### src/rtl/if_prefetch_pkg.sv
// Shared constants for the instruction-fetch prefetch stage.
// Stall-vector bit positions and the canonical NOP encoding.
package if_prefetch_pkg;

    localparam int XLEN_DEF = 32;

    localparam logic [31:0] INST_NOP = 32'h0000_0013;

    localparam int STALL_IF  = 0;
    localparam int STALL_ID  = 1;
    localparam int STALL_EX  = 2;
    localparam int STALL_MEM = 3;
    localparam int STALL_WB  = 4;

endpackage

### src/rtl/if_prefetch_if.sv
// Fetch-stage bus: redirect/stall inputs, IRAM port and if_id head.
// master = the prefetch stage, slave = its environment.
interface if_prefetch_if #(
    parameter int XLEN   = 32,
    parameter int ADDR_W = 30
);

    logic              bj_flag;
    logic [XLEN-1:0]   bj_addr;
    logic [4:0]        pipe_stall;
    logic [31:0]       inst;
    logic              iram_en;
    logic [ADDR_W-1:0] inst_raddr;
    logic [XLEN-1:0]   if_pc;
    logic [31:0]       if_inst;
    logic              if_valid;

    modport master (
        input  bj_flag, bj_addr, pipe_stall, inst,
        output iram_en, inst_raddr, if_pc, if_inst, if_valid
    );

    modport slave (
        output bj_flag, bj_addr, pipe_stall, inst,
        input  iram_en, inst_raddr, if_pc, if_inst, if_valid
    );

endinterface

### src/rtl/if_prefetch_fifo.sv
// Circular sync FIFO holding {pc, inst} pairs for the fetch stage.
// Flush clears occupancy only; storage is left as-is.
module if_fifo #(
    parameter int WIDTH = 64,
    parameter int DEPTH = 4
) (
    input  logic                     clk,
    input  logic                     rst_n,
    input  logic                     flush,
    input  logic                     push,
    input  logic [WIDTH-1:0]         din,
    input  logic                     pop,
    output logic [$clog2(DEPTH):0]   cnt,
    output logic [WIDTH-1:0]         head
);

    localparam int PW = $clog2(DEPTH);

    logic [WIDTH-1:0] mem [DEPTH];
    logic [PW-1:0]    rd_ptr;
    logic [PW-1:0]    wr_ptr;

    always_ff @(posedge clk or negedge rst_n) begin
        if (!rst_n) begin
            rd_ptr <= '0;
            wr_ptr <= '0;
            cnt    <= '0;
        end else if (flush) begin
            rd_ptr <= '0;
            wr_ptr <= '0;
            cnt    <= '0;
        end else begin
            if (push) wr_ptr <= wr_ptr + PW'(1);
            if (pop)  rd_ptr <= rd_ptr + PW'(1);
            unique case ({push, pop})
                2'b10:   cnt <= cnt + (PW+1)'(1);
                2'b01:   cnt <= cnt - (PW+1)'(1);
                default: cnt <= cnt;
            endcase
        end
    end

    always_ff @(posedge clk) begin
        if (push && !flush) mem[wr_ptr] <= din;
    end

    assign head = mem[rd_ptr];

endmodule

### src/rtl/if_prefetch.sv
// Fetch stage: credit-limited sequential IRAM issue into a prefetch
// FIFO, with same-cycle redirect on taken branch/jump.
module if_prefetch
    import if_prefetch_pkg::*;
#(
    parameter int              XLEN     = XLEN_DEF,
    parameter int              ADDR_W   = 30,
    parameter int              DEPTH    = 4,
    parameter logic [XLEN-1:0] RESET_PC = '0,
    parameter logic [31:0]     NOP_INST = INST_NOP
) (
    input logic          clk,
    input logic          rst_n,
    if_prefetch_if.master bus
);

    localparam int PW = $clog2(DEPTH);
    localparam int W  = 2 * XLEN;

    logic [XLEN-1:0] fetch_pc;
    logic [XLEN-1:0] rsp_pc;
    logic [XLEN-1:0] tgt_pc;
    logic            rsp_vld;
    logic            bj;
    logic            issue;
    logic            fire;
    logic            push;
    logic            pop;
    logic            empty;
    logic [PW:0]     cnt;
    logic [PW+1:0]   used;
    logic [W-1:0]    head;
    logic            unused_ok;

    assign unused_ok = ^{bus.pipe_stall[4:1], bus.bj_addr[1:0]};

    assign bj     = bus.bj_flag & rst_n;
    assign tgt_pc = {bus.bj_addr[XLEN-1:2], 2'b00};
    // in-flight response already owns a slot
    assign used   = {1'b0, cnt} + (PW+2)'(rsp_vld);
    assign issue  = rst_n & (used < (PW+2)'(DEPTH));
    assign fire   = bj | issue;
    assign empty  = (cnt == '0);
    assign push   = rsp_vld & ~bj;
    assign pop    = ~empty & ~bus.pipe_stall[STALL_IF];

    always_ff @(posedge clk or negedge rst_n) begin
        if (!rst_n) begin
            fetch_pc <= RESET_PC;
            rsp_pc   <= '0;
            rsp_vld  <= 1'b0;
        end else begin
            rsp_vld <= fire;
            if (bj) begin
                rsp_pc   <= tgt_pc;
                fetch_pc <= tgt_pc + XLEN'(4);
            end else if (issue) begin
                rsp_pc   <= fetch_pc;
                fetch_pc <= fetch_pc + XLEN'(4);
            end
        end
    end

    if_fifo #(
        .WIDTH (W),
        .DEPTH (DEPTH)
    ) u_fifo (
        .clk   (clk),
        .rst_n (rst_n),
        .flush (bj),
        .push  (push),
        .din   ({rsp_pc, XLEN'(bus.inst)}),
        .pop   (pop),
        .cnt   (cnt),
        .head  (head)
    );

    assign bus.iram_en    = fire;
    assign bus.inst_raddr = bj ? tgt_pc[ADDR_W+1:2]
                               : fetch_pc[ADDR_W+1:2];
    assign bus.if_valid   = ~empty;
    assign bus.if_pc      = empty ? '0 : head[W-1:XLEN];
    assign bus.if_inst    = empty ? NOP_INST : head[31:0];

endmodule

### src/flat_wrapper.sv
// flat-port wrapper written by rule: the top's interface ports become plain ports
module if_prefetch_flat import if_prefetch_pkg::*;
#(
    parameter int              XLEN     = XLEN_DEF,
    parameter int              ADDR_W   = 30,
    parameter int              DEPTH    = 4,
    parameter logic [XLEN-1:0] RESET_PC = '0,
    parameter logic [31:0]     NOP_INST = INST_NOP
)
  (clk, rst_n, bus_bj_flag, bus_bj_addr, bus_pipe_stall, bus_inst, bus_iram_en, bus_inst_raddr, bus_if_pc, bus_if_inst, bus_if_valid);
  if_prefetch_if #(.XLEN(XLEN), .ADDR_W(ADDR_W)) bus_i ();
  input logic clk;
  input logic rst_n;
  input wire logic [$bits(bus_i.bj_flag)-1:0] bus_bj_flag;
  input wire logic [$bits(bus_i.bj_addr)-1:0] bus_bj_addr;
  input wire logic [$bits(bus_i.pipe_stall)-1:0] bus_pipe_stall;
  input wire logic [$bits(bus_i.inst)-1:0] bus_inst;
  output wire logic [$bits(bus_i.iram_en)-1:0] bus_iram_en;
  output wire logic [$bits(bus_i.inst_raddr)-1:0] bus_inst_raddr;
  output wire logic [$bits(bus_i.if_pc)-1:0] bus_if_pc;
  output wire logic [$bits(bus_i.if_inst)-1:0] bus_if_inst;
  output wire logic [$bits(bus_i.if_valid)-1:0] bus_if_valid;
  assign bus_i.bj_flag = bus_bj_flag;
  assign bus_i.bj_addr = bus_bj_addr;
  assign bus_i.pipe_stall = bus_pipe_stall;
  assign bus_i.inst = bus_inst;
  assign bus_iram_en = bus_i.iram_en;
  assign bus_inst_raddr = bus_i.inst_raddr;
  assign bus_if_pc = bus_i.if_pc;
  assign bus_if_inst = bus_i.if_inst;
  assign bus_if_valid = bus_i.if_valid;
  if_prefetch #(.XLEN(XLEN), .ADDR_W(ADDR_W), .DEPTH(DEPTH), .RESET_PC(RESET_PC), .NOP_INST(NOP_INST)) u_core (.clk(clk), .rst_n(rst_n), .bus(bus_i));
endmodule
### config.mk
export PLATFORM = sky130hd
export DESIGN_NAME = if_prefetch_flat
export DESIGN_NICKNAME = d
export VERILOG_FILES = /design/src/rtl/if_prefetch_pkg.sv /design/src/rtl/if_prefetch_if.sv /design/src/rtl/if_prefetch_fifo.sv /design/src/rtl/if_prefetch.sv /design/src/flat_wrapper.sv
export SDC_FILE = /design/constraint.sdc
export NUM_CORES = 1
export LEC_CHECK = 0
export CAP_MARGIN = 20
export CORE_MARGIN = 4
export CORE_UTILIZATION = 45
export CTS_CLUSTER_SIZE = 30
export DETAILED_ROUTE_END_ITERATION = 7
export MAX_ROUTING_LAYER = met4
export PLACE_DENSITY = 0.63
export SETUP_SLACK_MARGIN = 0.5
export SYNTH_ARGS = -nofsm -noshare
export SYNTH_HDL_FRONTEND = slang
export SYNTH_SLANG_ARGS = --single-unit
### constraint.sdc
create_clock -name clk -period 2.8 [get_ports clk]
set_input_delay 0.56 -clock clk [delete_from_list [all_inputs] [get_ports clk]]
set_output_delay 0.56 -clock clk [all_outputs]
set_load 0.005 [all_outputs]
==> flow_summary.yaml, run 1 <==
outcome:
  run_status: "finished with violations"
  failed_checks: "setup timing"
critical_path:
  crit_family: "buffers and inverters"
  cp.arrival_ps: 2260
  critical_path_class: "register to output port"
  path_common_cell: "sky130_fd_sc_hd__buf_12"
  timing.critical_path.required_ps: 2240
  timing.critical_path.cells: "buf_12 > buf_4 > buf_12 > buf_16 > mux4_2 > nor2b_4 > buf_2"
  r2r.worst_path.cells: 10
  critical_path.slowest_cell: "sky130_fd_sc_hd__dfrtp_4"
  timing.critical_path.to_type: "output port"
  ff2ff_setup_slack_ps: 400
  crit_path_max_incr_delay_ps: 490
  crit_path_start_kind: "register"
  critPathBufInv: 5
  crit-reg2reg-launch: "u_core.u_fifo.cnt[0]"
  cp_max_fo: 6
  r2r_path_end: "u_core.u_fifo.cnt[2]"
synthesis:
  synth-compound-area-share: 0.0350
  ys_seq_area_frac: 0.682
  yosys.area_share.adder: 0.00709
  syn-cell-area_um2: 13400
  yosys_register_bits: 316
  ranking_of_synthesized_cells_by_area: "sky130_fd_sc_hd__edfxtp_1 56%, sky130_fd_sc_hd__dfrtp_1 13%, sky130_fd_sc_hd__mux4_2 10%"
  post-synth-top-area-cell: "sky130_fd_sc_hd__edfxtp_1"
  yosys.area.top_type_share: 0.555
  synth_xor_xnor_area_share: 0.0176
  synth_commonest_cells: "248 x sky130_fd_sc_hd__edfxtp_1, 116 x sky130_fd_sc_hd__nand2_1, 68 x sky130_fd_sc_hd__dfrtp_1, 62 x sky130_fd_sc_hd__mux4_2, 59 x sky130_fd_sc_hd__nor2b_1"
  post_synth_and_or_nand_nor_area_fraction: 0.108
  synthesis.yosys.warnings: 0
  postSynth.topFlopCell: "sky130_fd_sc_hd__edfxtp_1"
  synthMostInstantiatedCell: "sky130_fd_sc_hd__edfxtp_1"
  synth.area.mux_share: 0.125
  post_synth_num_cell_types: 50
  synth_area_per_cell_um2: 15.5
  synth_edf_count: 248
  postSynthCellCount: 866
  combinational_family_with_the_most_area_after_synthesis: "multiplexers"
  synth_async_sr_flop_share: 0.215
sta:
  hold_viol: 0
  period_minus_slack_ps: 2820
  max_clock_freq_mhz: 355
  min_period_over_period: 1.01
  timing.final.setup_violations: 7
  rsz0062_at_grt: "yes"
  worst_skew_ps: 15.3
  final_max_slew_viol_count: 0
  fin_ws_ps: -17.3
global_route:
  grt_util_all_layers: 0.199
  grt_first_pass_wirelength_mm: 50.3
  grt_pass1_vias: 8829
  maximum_number_of_pins_on_one_net_before_global_route_repair: 48
  number_of_antenna_violations_at_the_first_check_in_global_routing: 0
  grt_overflow: 0
run:
  number_of_maximum_capacitance_constraint_violations: 0
floorplanning:
  die-area_um2: 32600
  die_h_um: 181
  start_util: 0.461
  num_io_pins: 168
  design.core.area_um2: 29100
  std_cell_rows: 62
  floorplan.die.width_um: 181
routing:
  final_antenna_net_count: 0
  drc_errors: 0
  detail_route.wl_per_cell_um: 19.6
  drtPass1Iterations: 5
  routed_wl_mm: 31.7
  vias: 8401
  via_per_inst: 5.21
  dr.first_iter.drc_count: 597
clock_network:
  cts_tree: "done"
  clk_transition_reported_paths_ps: 70
  total_clock_sinks: 316
  worst_skew_pair.late_latency_ps: 550
  cts_htree_levels: 1
  total_cts_buffers: 31
  cts-root-to-sink-buffers: 3
  buffer_cell_driving_the_clock_tree_root: "sky130_fd_sc_hd__clkbuf_16"
placed_design:
  gp_congestion: 0.828
  detailedPlacementHpwl_mm: 18.8
  port_buffers: 159
  placed_cell_area_um2: 16300
power_and_ir_drop:
  vdd_drop_max_mv: 0.710
  power.static_leakage_nw: 7.08
  cellPowerDensity_nw_per_um2: 984
min_path:
  timing.hold.worst.class: "input port to async pin"
layout:
  drive_gt1_frac: 0.400
  layout-area-overhead-vs-synth_pct: 38.7
  final_util: 0.640
  diodes: 0
  fin_nets: 1283
  final_instance_area_um2: 18600
-- cell families (layout without fill, tap and decap cells) --
kind of cell               Yosys count  in the layout
AOI/OAI and AO/OA                   82             82
xor gates and xnor gates            27             27
adders and majority gates            7              7
buffers and inverters               73            435
DFF                                316            316
muxes                               89             89
other                                1              2
and+or+nand+nor                    271            271
-- power by group --
group / internal, mW / leakage [nW] / switching [mW]
Combinational: 4.28 / 3.46 / 3.12
Sequential: 6.21 / 3.13 / 0.651
Clock: 2.37 / 0.497 / 1.69
Total: 12.9 / 7.08 / 5.46
-- final cells by class --
class,instances,area (um2)
Inverter,25,93.8
Sequential cell,316,9160
Timing Repair Buffer,352,3390
Fill cell,2143,10500
Tap cell,384,480
Multi-Input combinational cell,478,4460
Clock inverter,12,95.1
Clock buffer,46,923
-- what timing repair did --
action / 4_1_cts / 5_1_grt
endpoints found under the hold margin: 1 / 0
pin swaps: 6 / 2
resized for setup: 426 / 57
setup endpoints to repair: 95 / 77
setup buffers: 76 / 9
hold buffers: 1 / 0
gates cloned: 11 / 1
-- routing by layer --
metal,global-route usage,share of wire
met1,0.287,0.47
met2,0.308,0.47
met3,0.0305,0.050
met4,0.0372,0.016
met5,-,0
-- how the worst max path moves through the flow --
stage | start | to | cells past startpoint
floorplan | rst_n | u_core.fetch_pc[18] | 13
global placement | bus_bj_flag | bus_inst_raddr[23] | 6
detailed placement | bus_bj_flag | bus_inst_raddr[23] | 6
CTS | u_core.u_fifo.rd_ptr[0] | bus_if_pc[10] | 7
global route | u_core.u_fifo.rd_ptr[0] | bus_if_pc[10] | 7
finish | u_core.u_fifo.rd_ptr[0] | bus_if_inst[11] | 7
-- worst reg2reg max path: stages, from the launching register on --
cell	delay, ps
sky130_fd_sc_hd__dfrtp_2	430
sky130_fd_sc_hd__nor3_4	270
sky130_fd_sc_hd__buf_4	160
sky130_fd_sc_hd__buf_6	110
sky130_fd_sc_hd__buf_16	150
sky130_fd_sc_hd__nor2_2	70
sky130_fd_sc_hd__ha_2	190
sky130_fd_sc_hd__fa_2	330
sky130_fd_sc_hd__xnor2_1	140
sky130_fd_sc_hd__or3_1	340
sky130_fd_sc_hd__a21oi_2	150
-- through the flow --
| stage | total power, mW | setup WS (ps) | hold slack, ps | TNS, ps | std cells |
|---|---|---|---|---|---|
| finish | 18.3 | -17.3 | 159 | -31.5 | 1613 |
| global route | 19.3 | -77.6 | 160 | -1870 | 1613 |
| CTS | 18.1 | -53.6 | 119 | -917 | 1603 |
| detailed placement | 12.9 | -44.3 | 397 | -99.3 | 1457 |
| global placement | 12.8 | -45.7 | 397 | -83.2 | 1457 |
| floorplan | 9.68 | 377 | 264 | 0 | 867 |
-- state kept, by name, summed over array words and instances (netlist names) --
name	cells
u_core.u_fifo.mem	248
u_core.rsp_pc	30
u_core.u_fifo.wr_ptr	2
u_core.fetch_pc	30
u_core.u_fifo.cnt	3
u_core.u_fifo.rd_ptr	2
u_core.rsp_vld	1
-- layout by cell type (no fill, tap or decap), drive strengths merged, types with 4 or more instances in the layout --
cell type        n
and3             6
buf            258
clkbuf          53
clkdlybuf4s15    8
clkdlybuf4s50   61
clkinv           7
dfrtp           68
dlygate4sd2     12
edfxtp         248
ha               6
inv             26
mux2             4
mux2i           23
mux4            62
nand2          116
nand3            6
nand4           33
nor2            23
nor2b           59
nor3             7
nor4             7
o21ai           68
or2              4
xnor2           24
Power figures use the tool's default switching activity.
==> inputs of run 2 (changes only) <==
--- a/config.mk
+++ b/config.mk
@@ -10,7 +10,6 @@
 export CORE_UTILIZATION = 45
 export CTS_CLUSTER_SIZE = 30
 export DETAILED_ROUTE_END_ITERATION = 7
-export MAX_ROUTING_LAYER = met4
 export PLACE_DENSITY = 0.63
 export SETUP_SLACK_MARGIN = 0.5
 export SYNTH_ARGS = -nofsm -noshare
==> run 2 against run 1 <==
Compared with the run above:
- the flow still finishes with violations (setup timing)
- first-iteration DRC count fell by 8.7%
- critical path depth stayed put
- register-to-register slack is essentially flat
- clock-buffer cell count is the same
- combinational power barely moved
- via count up 0.11%
- sequential share of layout area hardly changed
- clock skew grew 1.6 ps
- sequential power barely moved
- hold slack worse by 2.1 ps
- utilization about the same
==> flow_summary.yaml, run 2 (synthesis gave the netlist of run 1 again) <==
clock_network:
  cts_tree: "done"
  buffer_cell_driving_the_clock_tree_root: "sky130_fd_sc_hd__clkbuf_16"
  total_clock_sinks: 316
  worst_skew_pair.late_latency_ps: 550
  cts-root-to-sink-buffers: 3
  total_cts_buffers: 31
  clk_transition_reported_paths_ps: 60
  cts_htree_levels: 1
routing:
  drc_errors: 0
  final_antenna_net_count: 0
  via_per_inst: 5.22
  vias: 8410
  dr.first_iter.drc_count: 545
  routed_wl_mm: 31.7
  drtPass1Iterations: 4
  detail_route.wl_per_cell_um: 19.6
power_and_ir_drop:
  cellPowerDensity_nw_per_um2: 984
  power.static_leakage_nw: 7.08
  vdd_drop_max_mv: 0.712
  post-layout-total-power_mw: 18.3
floorplanning:
  std_cell_rows: 62
  die_h_um: 181
  design.core.area_um2: 29100
  num_io_pins: 168
  floorplan.die.width_um: 181
  die-area_um2: 32600
  start_util: 0.461
sta:
  worst_skew_ps: 16.9
  final_max_slew_viol_count: 0
  max_clock_freq_mhz: 355
  period_minus_slack_ps: 2820
  hold_viol: 0
  fin_ws_ps: -15.4
  min_period_over_period: 1.01
  rsz0062_at_grt: "yes"
  timing.final.setup_violations: 5
  final_setup_tns_ps: -28.8
outcome:
  failed_checks: "setup timing"
  run_status: "finished with violations"
critical_path:
  cp.arrival_ps: 2260
  critical_path_class: "register to output port"
  crit_path_start_kind: "register"
  cp_max_fo: 6
  timing.critical_path.to_type: "output port"
  timing.critical_path.required_ps: 2240
layout:
  diodes: 0
  drive_gt1_frac: 0.399
  reg.largest.list: "u_core.u_fifo.mem: 248 flops, u_core.fetch_pc: 30 flops, u_core.rsp_pc: 30 flops"
  final_util: 0.639
  final_cell_mix: "248 x sky130_fd_sc_hd__edfxtp_1, 133 x sky130_fd_sc_hd__buf_4, 111 x sky130_fd_sc_hd__nand2_1"
  fin_nets: 1282
  largest-register: "u_core.u_fifo.mem"
  largest_register_ff_count: 248
  final_common_cell: "sky130_fd_sc_hd__edfxtp_1"
  layout-area-overhead-vs-synth_pct: 38.6
global_route:
  maximum_number_of_pins_on_one_net_before_global_route_repair: 48
  grt_overflow: 0
  grt_pass1_vias: 8831
  grt_first_pass_wirelength_mm: 50.3
  grt_util_all_layers: 0.193
  number_of_antenna_violations_at_the_first_check_in_global_routing: 0
placed_design:
  gp_congestion: 0.816
  detailedPlacementHpwl_mm: 18.8
  place_worst_setup_slack_ps: -44.3
  port_buffers: 159
min_path:
  timing.hold.worst.class: "input port to async pin"
run:
  number_of_maximum_capacitance_constraint_violations: 0
## run 2: changes by cell type in the layout (fill, tap and decap cells not counted), sizes merged
cell,delta
buf,-1
## run 2: final timing paths
kind / from / endpoint / slack (ps) / cells past startpoint
worst max-delay path: u_core.u_fifo.rd_ptr[0] / bus_if_inst[11] / -20 / 7
worst min-delay path: rst_n / u_core.fetch_pc[11] / 160 / 3
worst max register to register: u_core.u_fifo.cnt[0] / u_core.u_fifo.cnt[2] / 410 / 10
worst min register to register: u_core.fetch_pc[2] / u_core.fetch_pc[2] / 510 / 2
max in group asynchronous: rst_n / u_core.u_fifo.rd_ptr[1] / 2110 / 4
min in group clk: u_core.fetch_pc[2] / u_core.fetch_pc[2] / 510 / 2
## run 2: final cells by class
cell class / instances / area [um2]
well taps: 384 / 480
inverters: 25 / 93.8
clock buffers: 46 / 923
clock inverters: 12 / 95.1
flip-flops and latches: 316 / 9160
repair buffers: 351 / 3380
fillers: 2146 / 10500
multi-input cells: 478 / 4460
## run 2: per-stage QoR
step | hold slack (ps) | instance area, um2 | std cells
after floorplan | 264 | 13500 | 867
after global placement | 397 | 16300 | 1457
after detailed placement | 397 | 16300 | 1457
after CTS | 119 | 18300 | 1603
after global routing | 159 | 18600 | 1612
final | 157 | 18600 | 1612
## run 2: worst max-delay path, stage by stage (launching register included)
cell and delay [ps]:
sky130_fd_sc_hd__dfrtp_4 490, sky130_fd_sc_hd__buf_12 140, sky130_fd_sc_hd__buf_4 140, sky130_fd_sc_hd__buf_12 130, sky130_fd_sc_hd__buf_16 130, sky130_fd_sc_hd__mux4_2 430
sky130_fd_sc_hd__nor2b_4 140, sky130_fd_sc_hd__buf_2 120
## run 2: power breakdown
group	internal [mW]	leakage (nW)	switching [mW]	total (mW)
combinational	4.27	3.45	3.11	7.39
clock	2.37	0.497	1.69	4.06
sequential	6.21	3.13	0.648	6.86
total	12.9	7.08	5.45	18.3
## run 2: layer usage
metal,share of wire,wire [um],vias to the layer above,GRT usage
met4,0.016,513,0,0.0372
met3,0.057,1810,36,0.0333
met5,0,0,-,0
met2,0.47,14800,268,0.309
li1,-,-,3936,-
met1,0.46,14600,4170,0.285
## run 2: repair_timing
| item | in CTS | in global routing |
|---|---|---|
| setup buffers | 76 | 8 |
| endpoints found under the hold margin | 1 | 0 |
| pin swaps | 6 | 2 |
| gates resized for setup | 426 | 57 |
| hold buffers | 1 | 0 |
| endpoints found under the setup margin | 95 | 77 |
| cloned | 11 | 1 |
